[src/rtl/opto_emit_scheduler_if.sv]
// Bus bundle between the scan sequencer and its surroundings: encoder/zero
// index, emission-period generator, TDC front end and laser drivers.
//   master : drives scan control, window, sync ticks and TDC ack; observes results
//   slave  : the scheduler; drives ready, TDC arm, fire pulses and status
interface opto_emit_scheduler_if #(
  parameter int unsigned CH_NUM = 4,
  parameter int unsigned CH_W   = 2
);
  logic              i_scan_en;
  logic [CH_NUM-1:0] i_ch_mask;
  logic [15:0]       i_start_idx;
  logic [15:0]       i_stop_idx;
  logic              i_zero_sync;
  logic              i_tdc_strdy;
  logic              i_angle_sync;
  logic              i_tdc_ack;
  logic              o_sync_ready;
  logic              o_tdc_arm;
  logic [CH_NUM-1:0] o_laser_fire;
  logic [CH_W-1:0]   o_fire_ch;
  logic [15:0]       o_fire_idx;
  logic [15:0]       o_miss_cnt;

  modport master (
    output i_scan_en, i_ch_mask, i_start_idx, i_stop_idx,
           i_zero_sync, i_tdc_strdy, i_angle_sync, i_tdc_ack,
    input  o_sync_ready, o_tdc_arm, o_laser_fire, o_fire_ch, o_fire_idx, o_miss_cnt
  );

  modport slave (
    input  i_scan_en, i_ch_mask, i_start_idx, i_stop_idx,
           i_zero_sync, i_tdc_strdy, i_angle_sync, i_tdc_ack,
    output o_sync_ready, o_tdc_arm, o_laser_fire, o_fire_ch, o_fire_idx, o_miss_cnt
  );
endinterface

[src/rtl/opto_emit_scheduler.sv]
// Laser emission scheduler for the rotating-mirror scan. Arms the TDC on the
// pre-fire tick, fires one round-robin channel per angle tick inside the
// programmed shot-index window, and counts shots lost to a late TDC ack.
// Ports:
//   i_clk, i_rst_n : clock, asynchronous active-low reset
//   bus (slave)    : scan control, window, sync ticks, TDC handshake, fire outputs
module opto_emit_scheduler #(
  parameter int unsigned CH_NUM      = 4,
  parameter int unsigned PULSE_W_CLK = 5,
  parameter int unsigned CH_W        = 2
) (
  input logic                  i_clk,
  input logic                  i_rst_n,
  opto_emit_scheduler_if.slave bus
);

  localparam int unsigned CNT_W   = 6;
  localparam int unsigned IDX_W   = 16;
  localparam logic [IDX_W-1:0] IDX_MAX = '1;

  typedef enum logic [2:0] {
    ST_IDLE,
    ST_WAIT_ZERO,
    ST_RUN,
    ST_WAIT_ACK,
    ST_WAIT_SYNC,
    ST_FIRE
  } state_e;

  state_e            state_q, state_d;
  logic [IDX_W-1:0]  shot_idx_q, shot_idx_d;
  logic [CH_W-1:0]   rr_ptr_q, rr_ptr_d;
  logic [CH_W-1:0]   ch_q, ch_d;
  logic [CNT_W-1:0]  pulse_cnt_q, pulse_cnt_d;
  logic              sync_ready_q, sync_ready_d;
  logic              tdc_arm_q, tdc_arm_d;
  logic [CH_NUM-1:0] laser_fire_q, laser_fire_d;
  logic [CH_W-1:0]   fire_ch_q, fire_ch_d;
  logic [IDX_W-1:0]  fire_idx_q, fire_idx_d;
  logic [IDX_W-1:0]  miss_cnt_q, miss_cnt_d;

  logic [CH_W-1:0]   next_ch_c;
  logic              window_open_c;

  // Round-robin pick: first enabled channel after rr_ptr, wrapping. Scanning
  // from the farthest candidate down leaves the nearest one as the winner.
  always_comb begin
    next_ch_c = rr_ptr_q;
    for (int k = int'(CH_NUM); k >= 1; k--) begin
      if (bus.i_ch_mask[CH_W'((int'(rr_ptr_q) + k) % int'(CH_NUM))]) begin
        next_ch_c = CH_W'((int'(rr_ptr_q) + k) % int'(CH_NUM));
      end
    end
  end

  // An inverted window (start > stop) can never satisfy both bounds.
  assign window_open_c = (bus.i_start_idx <= shot_idx_q) && (shot_idx_q <= bus.i_stop_idx);

  // Next-state and output logic.
  always_comb begin
    state_d      = state_q;
    shot_idx_d   = shot_idx_q;
    rr_ptr_d     = rr_ptr_q;
    ch_d         = ch_q;
    pulse_cnt_d  = pulse_cnt_q;
    sync_ready_d = sync_ready_q;
    tdc_arm_d    = tdc_arm_q;
    laser_fire_d = laser_fire_q;
    fire_ch_d    = fire_ch_q;
    fire_idx_d   = fire_idx_q;
    miss_cnt_d   = miss_cnt_q;

    // Shot index follows the encoder in every active state; zero beats angle.
    if (state_q != ST_IDLE) begin
      if (bus.i_zero_sync) begin
        shot_idx_d = '0;
      end else if (bus.i_angle_sync && (shot_idx_q != IDX_MAX)) begin
        shot_idx_d = shot_idx_q + 16'd1;
      end
    end

    case (state_q)
      ST_IDLE: begin
        sync_ready_d = 1'b0;
        tdc_arm_d    = 1'b0;
        laser_fire_d = '0;
        if (bus.i_scan_en) state_d = ST_WAIT_ZERO;
      end
      ST_WAIT_ZERO: begin
        if (bus.i_zero_sync) begin
          sync_ready_d = 1'b1;
          state_d      = ST_RUN;
        end
      end
      ST_RUN: begin
        if (bus.i_tdc_strdy && window_open_c && (bus.i_ch_mask != '0)) begin
          ch_d      = next_ch_c;
          tdc_arm_d = 1'b1;
          state_d   = ST_WAIT_ACK;
        end
      end
      ST_WAIT_ACK: begin
        // Emission tick before the ack loses the shot; rr_ptr stays so the
        // same channel is retried on the next shot.
        if (bus.i_angle_sync) begin
          tdc_arm_d = 1'b0;
          if (miss_cnt_q != IDX_MAX) miss_cnt_d = miss_cnt_q + 16'd1;
          state_d = ST_RUN;
        end else if (bus.i_tdc_ack) begin
          tdc_arm_d = 1'b0;
          state_d   = ST_WAIT_SYNC;
        end
      end
      ST_WAIT_SYNC: begin
        if (bus.i_angle_sync) begin
          laser_fire_d       = '0;
          laser_fire_d[ch_q] = 1'b1;
          fire_ch_d          = ch_q;
          fire_idx_d         = shot_idx_q;
          rr_ptr_d           = ch_q;
          pulse_cnt_d        = CNT_W'(PULSE_W_CLK - 1);
          state_d            = ST_FIRE;
        end
      end
      ST_FIRE: begin
        if (pulse_cnt_q == '0) begin
          laser_fire_d = '0;
          state_d      = ST_RUN;
        end else begin
          pulse_cnt_d = pulse_cnt_q - CNT_W'(1);
        end
      end
      default: state_d = ST_IDLE;
    endcase

    // Scan disable aborts from anywhere, truncating any pulse in flight.
    if (!bus.i_scan_en) begin
      state_d      = ST_IDLE;
      sync_ready_d = 1'b0;
      tdc_arm_d    = 1'b0;
      laser_fire_d = '0;
    end
  end

  // State and output registers.
  always_ff @(posedge i_clk or negedge i_rst_n) begin
    if (!i_rst_n) begin
      state_q      <= ST_IDLE;
      shot_idx_q   <= '0;
      rr_ptr_q     <= CH_W'(CH_NUM - 1);
      ch_q         <= '0;
      pulse_cnt_q  <= '0;
      sync_ready_q <= 1'b0;
      tdc_arm_q    <= 1'b0;
      laser_fire_q <= '0;
      fire_ch_q    <= '0;
      fire_idx_q   <= '0;
      miss_cnt_q   <= '0;
    end else begin
      state_q      <= state_d;
      shot_idx_q   <= shot_idx_d;
      rr_ptr_q     <= rr_ptr_d;
      ch_q         <= ch_d;
      pulse_cnt_q  <= pulse_cnt_d;
      sync_ready_q <= sync_ready_d;
      tdc_arm_q    <= tdc_arm_d;
      laser_fire_q <= laser_fire_d;
      fire_ch_q    <= fire_ch_d;
      fire_idx_q   <= fire_idx_d;
      miss_cnt_q   <= miss_cnt_d;
    end
  end

  assign bus.o_sync_ready = sync_ready_q;
  assign bus.o_tdc_arm    = tdc_arm_q;
  assign bus.o_laser_fire = laser_fire_q;
  assign bus.o_fire_ch    = fire_ch_q;
  assign bus.o_fire_idx   = fire_idx_q;
  assign bus.o_miss_cnt   = miss_cnt_q;

endmodule

[src/flat_wrapper.sv]
// flat-port wrapper written by rule: the top's interface ports become plain ports
module opto_emit_scheduler_flat 
#(
  parameter int unsigned CH_NUM      = 4,
  parameter int unsigned PULSE_W_CLK = 5,
  parameter int unsigned CH_W        = 2
)
  (i_clk, i_rst_n, bus_i_scan_en, bus_i_ch_mask, bus_i_start_idx, bus_i_stop_idx, bus_i_zero_sync, bus_i_tdc_strdy, bus_i_angle_sync, bus_i_tdc_ack, bus_o_sync_ready, bus_o_tdc_arm, bus_o_laser_fire, bus_o_fire_ch, bus_o_fire_idx, bus_o_miss_cnt);
  opto_emit_scheduler_if #(.CH_NUM(CH_NUM), .CH_W(CH_W)) bus_i ();
  input logic i_clk;
  input logic i_rst_n;
  input wire logic [$bits(bus_i.i_scan_en)-1:0] bus_i_scan_en;
  input wire logic [$bits(bus_i.i_ch_mask)-1:0] bus_i_ch_mask;
  input wire logic [$bits(bus_i.i_start_idx)-1:0] bus_i_start_idx;
  input wire logic [$bits(bus_i.i_stop_idx)-1:0] bus_i_stop_idx;
  input wire logic [$bits(bus_i.i_zero_sync)-1:0] bus_i_zero_sync;
  input wire logic [$bits(bus_i.i_tdc_strdy)-1:0] bus_i_tdc_strdy;
  input wire logic [$bits(bus_i.i_angle_sync)-1:0] bus_i_angle_sync;
  input wire logic [$bits(bus_i.i_tdc_ack)-1:0] bus_i_tdc_ack;
  output wire logic [$bits(bus_i.o_sync_ready)-1:0] bus_o_sync_ready;
  output wire logic [$bits(bus_i.o_tdc_arm)-1:0] bus_o_tdc_arm;
  output wire logic [$bits(bus_i.o_laser_fire)-1:0] bus_o_laser_fire;
  output wire logic [$bits(bus_i.o_fire_ch)-1:0] bus_o_fire_ch;
  output wire logic [$bits(bus_i.o_fire_idx)-1:0] bus_o_fire_idx;
  output wire logic [$bits(bus_i.o_miss_cnt)-1:0] bus_o_miss_cnt;
  assign bus_i.i_scan_en = bus_i_scan_en;
  assign bus_i.i_ch_mask = bus_i_ch_mask;
  assign bus_i.i_start_idx = bus_i_start_idx;
  assign bus_i.i_stop_idx = bus_i_stop_idx;
  assign bus_i.i_zero_sync = bus_i_zero_sync;
  assign bus_i.i_tdc_strdy = bus_i_tdc_strdy;
  assign bus_i.i_angle_sync = bus_i_angle_sync;
  assign bus_i.i_tdc_ack = bus_i_tdc_ack;
  assign bus_o_sync_ready = bus_i.o_sync_ready;
  assign bus_o_tdc_arm = bus_i.o_tdc_arm;
  assign bus_o_laser_fire = bus_i.o_laser_fire;
  assign bus_o_fire_ch = bus_i.o_fire_ch;
  assign bus_o_fire_idx = bus_i.o_fire_idx;
  assign bus_o_miss_cnt = bus_i.o_miss_cnt;
  opto_emit_scheduler #(.CH_NUM(CH_NUM), .PULSE_W_CLK(PULSE_W_CLK), .CH_W(CH_W)) u_core (.i_clk(i_clk), .i_rst_n(i_rst_n), .bus(bus_i));
endmodule
[config.mk]
export PLATFORM = sky130hd
export DESIGN_NAME = opto_emit_scheduler_flat
export DESIGN_NICKNAME = d
export VERILOG_FILES = /design/src/rtl/opto_emit_scheduler_if.sv /design/src/rtl/opto_emit_scheduler.sv /design/src/flat_wrapper.sv
export SDC_FILE = /design/constraint.sdc
export NUM_CORES = 1
export LEC_CHECK = 0
export ABC_AREA = 1
export CORE_MARGIN = 3
export CORE_UTILIZATION = 26
export DETAILED_ROUTE_END_ITERATION = 8
export GPL_TIMING_DRIVEN = 0
export SYNTH_ARGS = -nofsm -noshare
export SYNTH_HDL_FRONTEND = slang
export SYNTH_SLANG_ARGS = --single-unit
[constraint.sdc]
create_clock -name i_clk -period 1.6 [get_ports i_clk]
set_input_delay 0.16 -clock i_clk [delete_from_list [all_inputs] [get_ports i_clk]]
set_output_delay 0.16 -clock i_clk [all_outputs]
set_load 0.02 [all_outputs]
== Word level (Yosys, flattened, before mapping) ==
Index checks and enable logic that the tools add are counted.
Storage, ports and cells
  register bits: 69
Cells by class
  $add $sub $neg: 7
  $lt $le $gt $ge: 8
  equality and inequality tests: 17
  muxes and demuxes: 43
  reduce and logical (&&, ||, !) cells: 20
Operators with widths (count)
  16-bit by 1-bit adder with 16-bit output, second input constant: 2
  16-bit less-or-equal comparator: 2
  16-bit two-way mux: 2
  16-bit inequality test, second input constant: 2
  3-bit two-way mux: 7
  3-bit case mux with 6 select lines: 1
  2-bit by 4-bit < comparator with 1-bit output, second input constant: 4
  1-bit two-way mux: 15
  4-bit two-way mux: 3
  6-bit two-way mux: 2
  4-bit case mux with 3 select lines: 1
  6-bit case mux with 2 select lines: 1
  3-bit AND reduction: 4
  1-bit binary-select mux with 2-bit select: 4
  2-bit two-way mux: 4
  4-bit by 1-bit inequality test with 1-bit output, second input constant: 2
  2-bit AND reduction: 4
  3-bit by 2-bit == test with 1-bit output, second input constant: 2
  3-bit == test, second input constant: 2
  6-bit zero test: 1
  3-bit by 2-bit inequality test with 1-bit output, second input constant: 2
  3-bit inequality test, second input constant: 2
  6-bit by 1-bit subtractor with 6-bit output, second input constant: 1
  1-bit logical AND: 5
  other kinds (16): 20

== Logic depth before layout (Yosys ltp) ==
  depth in word-level cells: 8
  mapped depth: 17
  gate-level depth less buffers: 17

== Least setup slack after synthesis ==
Ideal clock, no wire load.
  path type: flip-flop to flip-flop
  from: register u_core.shot_idx_q[13]
  to: register u_core.state_q[1]
  setup time: 0.117 ns
  arrival time: 1.607 ns
  data required time: 1.483 ns
  setup slack: -0.123 ns
  stages on the path, launching flop included: 14
  clock period less this slack: 1.723 ns
  path through: dfrtp_1 clkinv_1 ha_1 nand2_1 nor2_1 nand4_1 inv_1 nand4_1 nand2_1 nand3_1 nand2_1 nand2_1 nand2_1 nand2_1
On the way
  longest elaborated chain between the ends: 6
  elaborated cells on any way between the ends: 7
  those cells by class: order compare: 2; eq/ne: 1; reduce/logical: 4
RTL lines
  start: declaration: line opto_emit_scheduler.sv:31  | logic [IDX_W-1:0] shot_idx_q, shot_idx_d;
  start signal: assignment: line opto_emit_scheduler.sv:161  | shot_idx_q <= shot_idx_d;
  16-bit less-or-equal comparator: line opto_emit_scheduler.sv:57  | assign window_open_c = (bus.i_start_idx <= shot_idx_q) && (shot_idx_q <= bus.i_stop_idx);
  1-bit logical AND (*): line opto_emit_scheduler.sv:57
  1-bit logical AND (*) (2 in a row): line opto_emit_scheduler.sv:96  | if (bus.i_tdc_strdy && window_open_c && (bus.i_ch_mask != '0)) begin
  3-bit by 2-bit inequality test with 1-bit output (no source line) (*)
  5-bit AND reduction (no source line) (*)
  end signal: assignment: line opto_emit_scheduler.sv:160  | state_q <= state_d;
  end: declaration: line opto_emit_scheduler.sv:30  | state_e state_q, state_d;
Mark *: on every way between the ends. The rest lies on a longest branch, timed or not.
A chain may end at the register's enable or synchronous reset.

== Worst setup path after layout ==
  from: register u_core.shot_idx_q[1]
  to: register u_core.shot_idx_q[5]
On the way
  longest elaborated chain between the ends: 4
  elaborated cells on any way between the ends: 7
  those cells by class: add/sub: 1; eq/ne: 1; mux: 2; reduce/logical: 3
RTL lines
  branches (longest 4 deep; another with 16-bit by 1-bit adder with 16-bit output)
Several ways; the timed one is not identified. The select of a mux whose other input is x is not followed.

==> impl_metrics.ini <==
[status]
status = complete, but fails checks
violations = negative setup slack

[layout]
nNetsFinal = 778
seqCellArea_sq_um = 1750
drive_gt1_share_pct = 30.1
fillerInstances = 1608
antennaDiodeCount = 0
final_cell_mix = nand2_1 (101), clkdlybuf4s50_1 (76), dfrtp_1 (54)
layout_commonest_cell = nand2_1
area_growth_pct = 56.9
multi_input_area_sq_um = 2700
stdcell_area_sq_um = 6800
postLayoutCoreUtil_pct = 42.2

[sta]
tns_ns = -5.54
fmax_mhz = 526
worstMarginPinSlew_ns = 0.515
hold_viol_final = 0
final.period_utilization_pct = 119
finalWorstSetupSlack_ns = -0.303
slew_viol_final = 0
setup_viol = 35
fin_skew_ns = 0.00809
fin_crit_ns = 1.90
timing.slew.headroom_pct = 65.7
rsz0062_at_grt = true

[synthesis]
synth_cell_types = 35
synth_nets = 625
synth_warnings = 0
synthTopCellsByArea = dfrtp_1 (39%), nand2_1 (11%), ha_1 (10%)
syn_area_sq_um = 4330
synth_top_area_cell = dfrtp_1
synthCells = 546
ys_ff_latch = 69
yosys.area.top_type_share_pct = 38.7
avgSynthCellArea_sq_um = 7.94
ys_seq_area_share_pct = 39.9

[die]
core_sq_um = 16100
design.die.area_sq_um = 18300
rows = 46
io_pins = 83
die_h_um = 135
die_w_um = 135
start_util_pct = 26.9

[flow_run]
cap_violations = 0

[cts]
cts-root-buf = clkbuf_16
tritoncts = done
cts_buffers = 9
cts.clk_slew.worst_paths_ns = 0.06
cts_htree_levels = 3
clockBufferDepth = 2
cts.sinks = 69
worstSkewPairLatency_ns = 0.34

[power_and_ir_drop]
p_total_mw = 9.08
ir_drop_uv = 755
power_density_nw_per_um2 = 1340
p_leak_nw = 3.19

[setup_path]
cp_slowest_cell = dfrtp_1
crit_family = simple AND/OR/NAND/NOR gates
crit_arrival_ns = 2.12
cp-end-kind = flop
crit_fanout = 5
cp_cell_sequence = buf_6 -> ha_4 -> nand2_2 -> inv_2 -> nand2_2 -> nor4_4 -> nand2_1 -> nand3_2 -> nand2_4 -> buf_12 -> buf_6 -> nand4_1 -> o21ai_1
max_stage_delay_ns = 0.41
critPathKind = reg2reg
critPathBufInv = 4
startpoint_type = flop
worstPathRequired_ns = 1.82

[global_route]
grt.total_usage_pct = 14.6
grt_max_degree = 69
grt_pass1_wl_um = 21200
overflow = 0
antenna_found_initial = 0
grt_pass1_vias = 4213

[detailed_routing]
viasPerCell = 4.62
drt_iter0_markers = 201
wire_per_inst_um = 14.7
drt_drc_violations_left = 0
ant_nets = 0
first_pass_iters = 4
finalWirelength_um = 13500
dr_total_vias = 4252

[worst_hold_path]
hp-class = in2async

[placed_design]
io_buffers = 82
place_area_sq_um = 5480
gp_congestion = 0.886
dp_hpwl_um = 8920
dpl_worst_slack_ns = -0.564
[worst paths after layout]
| path | start | to | slack (ns) | cells past startpoint |
|---|---|---|---|---|
| min | i_rst_n | u_core.bus.o_laser_fire[2] | 0.16 | 2 |
| min in group i_clk | u_core.bus.o_laser_fire[2] | u_core.bus.o_laser_fire[2] | 0.49 | 1 |
| min reg2reg | u_core.bus.o_laser_fire[2] | u_core.bus.o_laser_fire[2] | 0.49 | 1 |
| max in group asynchronous | i_rst_n | u_core.shot_idx_q[10] | 0.90 | 3 |
| max | u_core.shot_idx_q[1] | u_core.shot_idx_q[5] | -0.30 | 13 |
| max reg2reg | u_core.shot_idx_q[1] | u_core.shot_idx_q[5] | -0.30 | 13 |
[kinds of logic (layout without fill, tap and decap cells)]
family / count (synthesis) / after routing / synth area share [%]
simple gates: 244 / 244 / 25.8
xor+xnor: 25 / 25 / 5.05
buf+inv: 85 / 243 / 7.77
flops: 69 / 69 / 39.9
compound gates: 87 / 87 / 11.1
fa+ha+maj: 36 / 36 / 10.4
[power breakdown]
part / leakage, nW / switching [mW] / internal, mW
clock network: 0.153 / 0.774 / 1.41
registers: 0.876 / 0.394 / 2.25
logic: 2.16 / 2.26 / 2.00
[state kept, by name, indices dropped and copies added, names as in the netlist, 2 cells and up]
signal and cells:
u_core.bus.o_fire_idx 16, u_core.shot_idx_q 16, u_core.bus.o_laser_fire 4, u_core.ch_q 2, u_core.pulse_cnt_q 6, u_core.rr_ptr_q 2
u_core.state_q 3, u_core.bus.o_miss_cnt 16, u_core.bus.o_fire_ch 2
[what timing repair did]
item / in CTS / in global routing
gates resized for setup: 87 / 80
endpoints found under the setup margin: 53 / 66
gates cloned: 2 / 2
pin swaps: 19 / 21
buffers inserted: 38 / 17
hold endpoints to repair: 67 / 0
hold buffers: 1 / 0
[area by class of cell]
cell class	count	share of cell area [%]
multi-input combinational	392	39.7
sequential	69	25.7
timing repair buffer	143	20.5
inverter	77	4.54
tap	216	3.97
clock buffer	12	3.62
clock inverter	4	1.07
buffer	7	0.957
[metal layers]
layer | up-vias | wire, um | share of wire [%] | track usage, %
li1 | 2110 | - | - | -
met1 | 1971 | 6280 | 46 | 20.4
met2 | 143 | 6040 | 45 | 22.1
met3 | 28 | 848 | 6.3 | 2.76
met4 | 0 | 343 | 2.5 | 6.10
met5 | - | 0 | 0 | 0
[synth_stat cells]
cell type	n
nor3_2	2
a21oi_1	23
ha_1	36
o41ai_1	4
nor4_1	2
a31oi_1	1
nor2_2	3
o21a_1	6
nor2_4	5
o41a_1	1
o211ai_1	1
xnor2_1	6
o21ai_0	35
nor2_1	42
nor3_1	10
dfstp_2	2
buf_2	2
clkinv_1	2
nand4_1	16
nand2_4	2
buf_6	2
inv_2	5
inv_1	70
nand2_2	5
a21o_1	1
o21ai_1	13
nand3b_1	1
nand3_1	31
xor2_1	19
clkbuf_1	4
a211oi_1	2
nor4_2	1
nand2_1	123
nand3_2	1
dfrtp_1	67
[per-stage QoR]
stage                     std cells  hold WS, ns
after global placement          844        0.475
after global routing            920        0.166
final                           920        0.158
after detailed placement        845      -0.0373
after CTS                       902        0.149
after floorplan                 546       -0.136
Note: power is estimated with default switching activity, not from simulation.
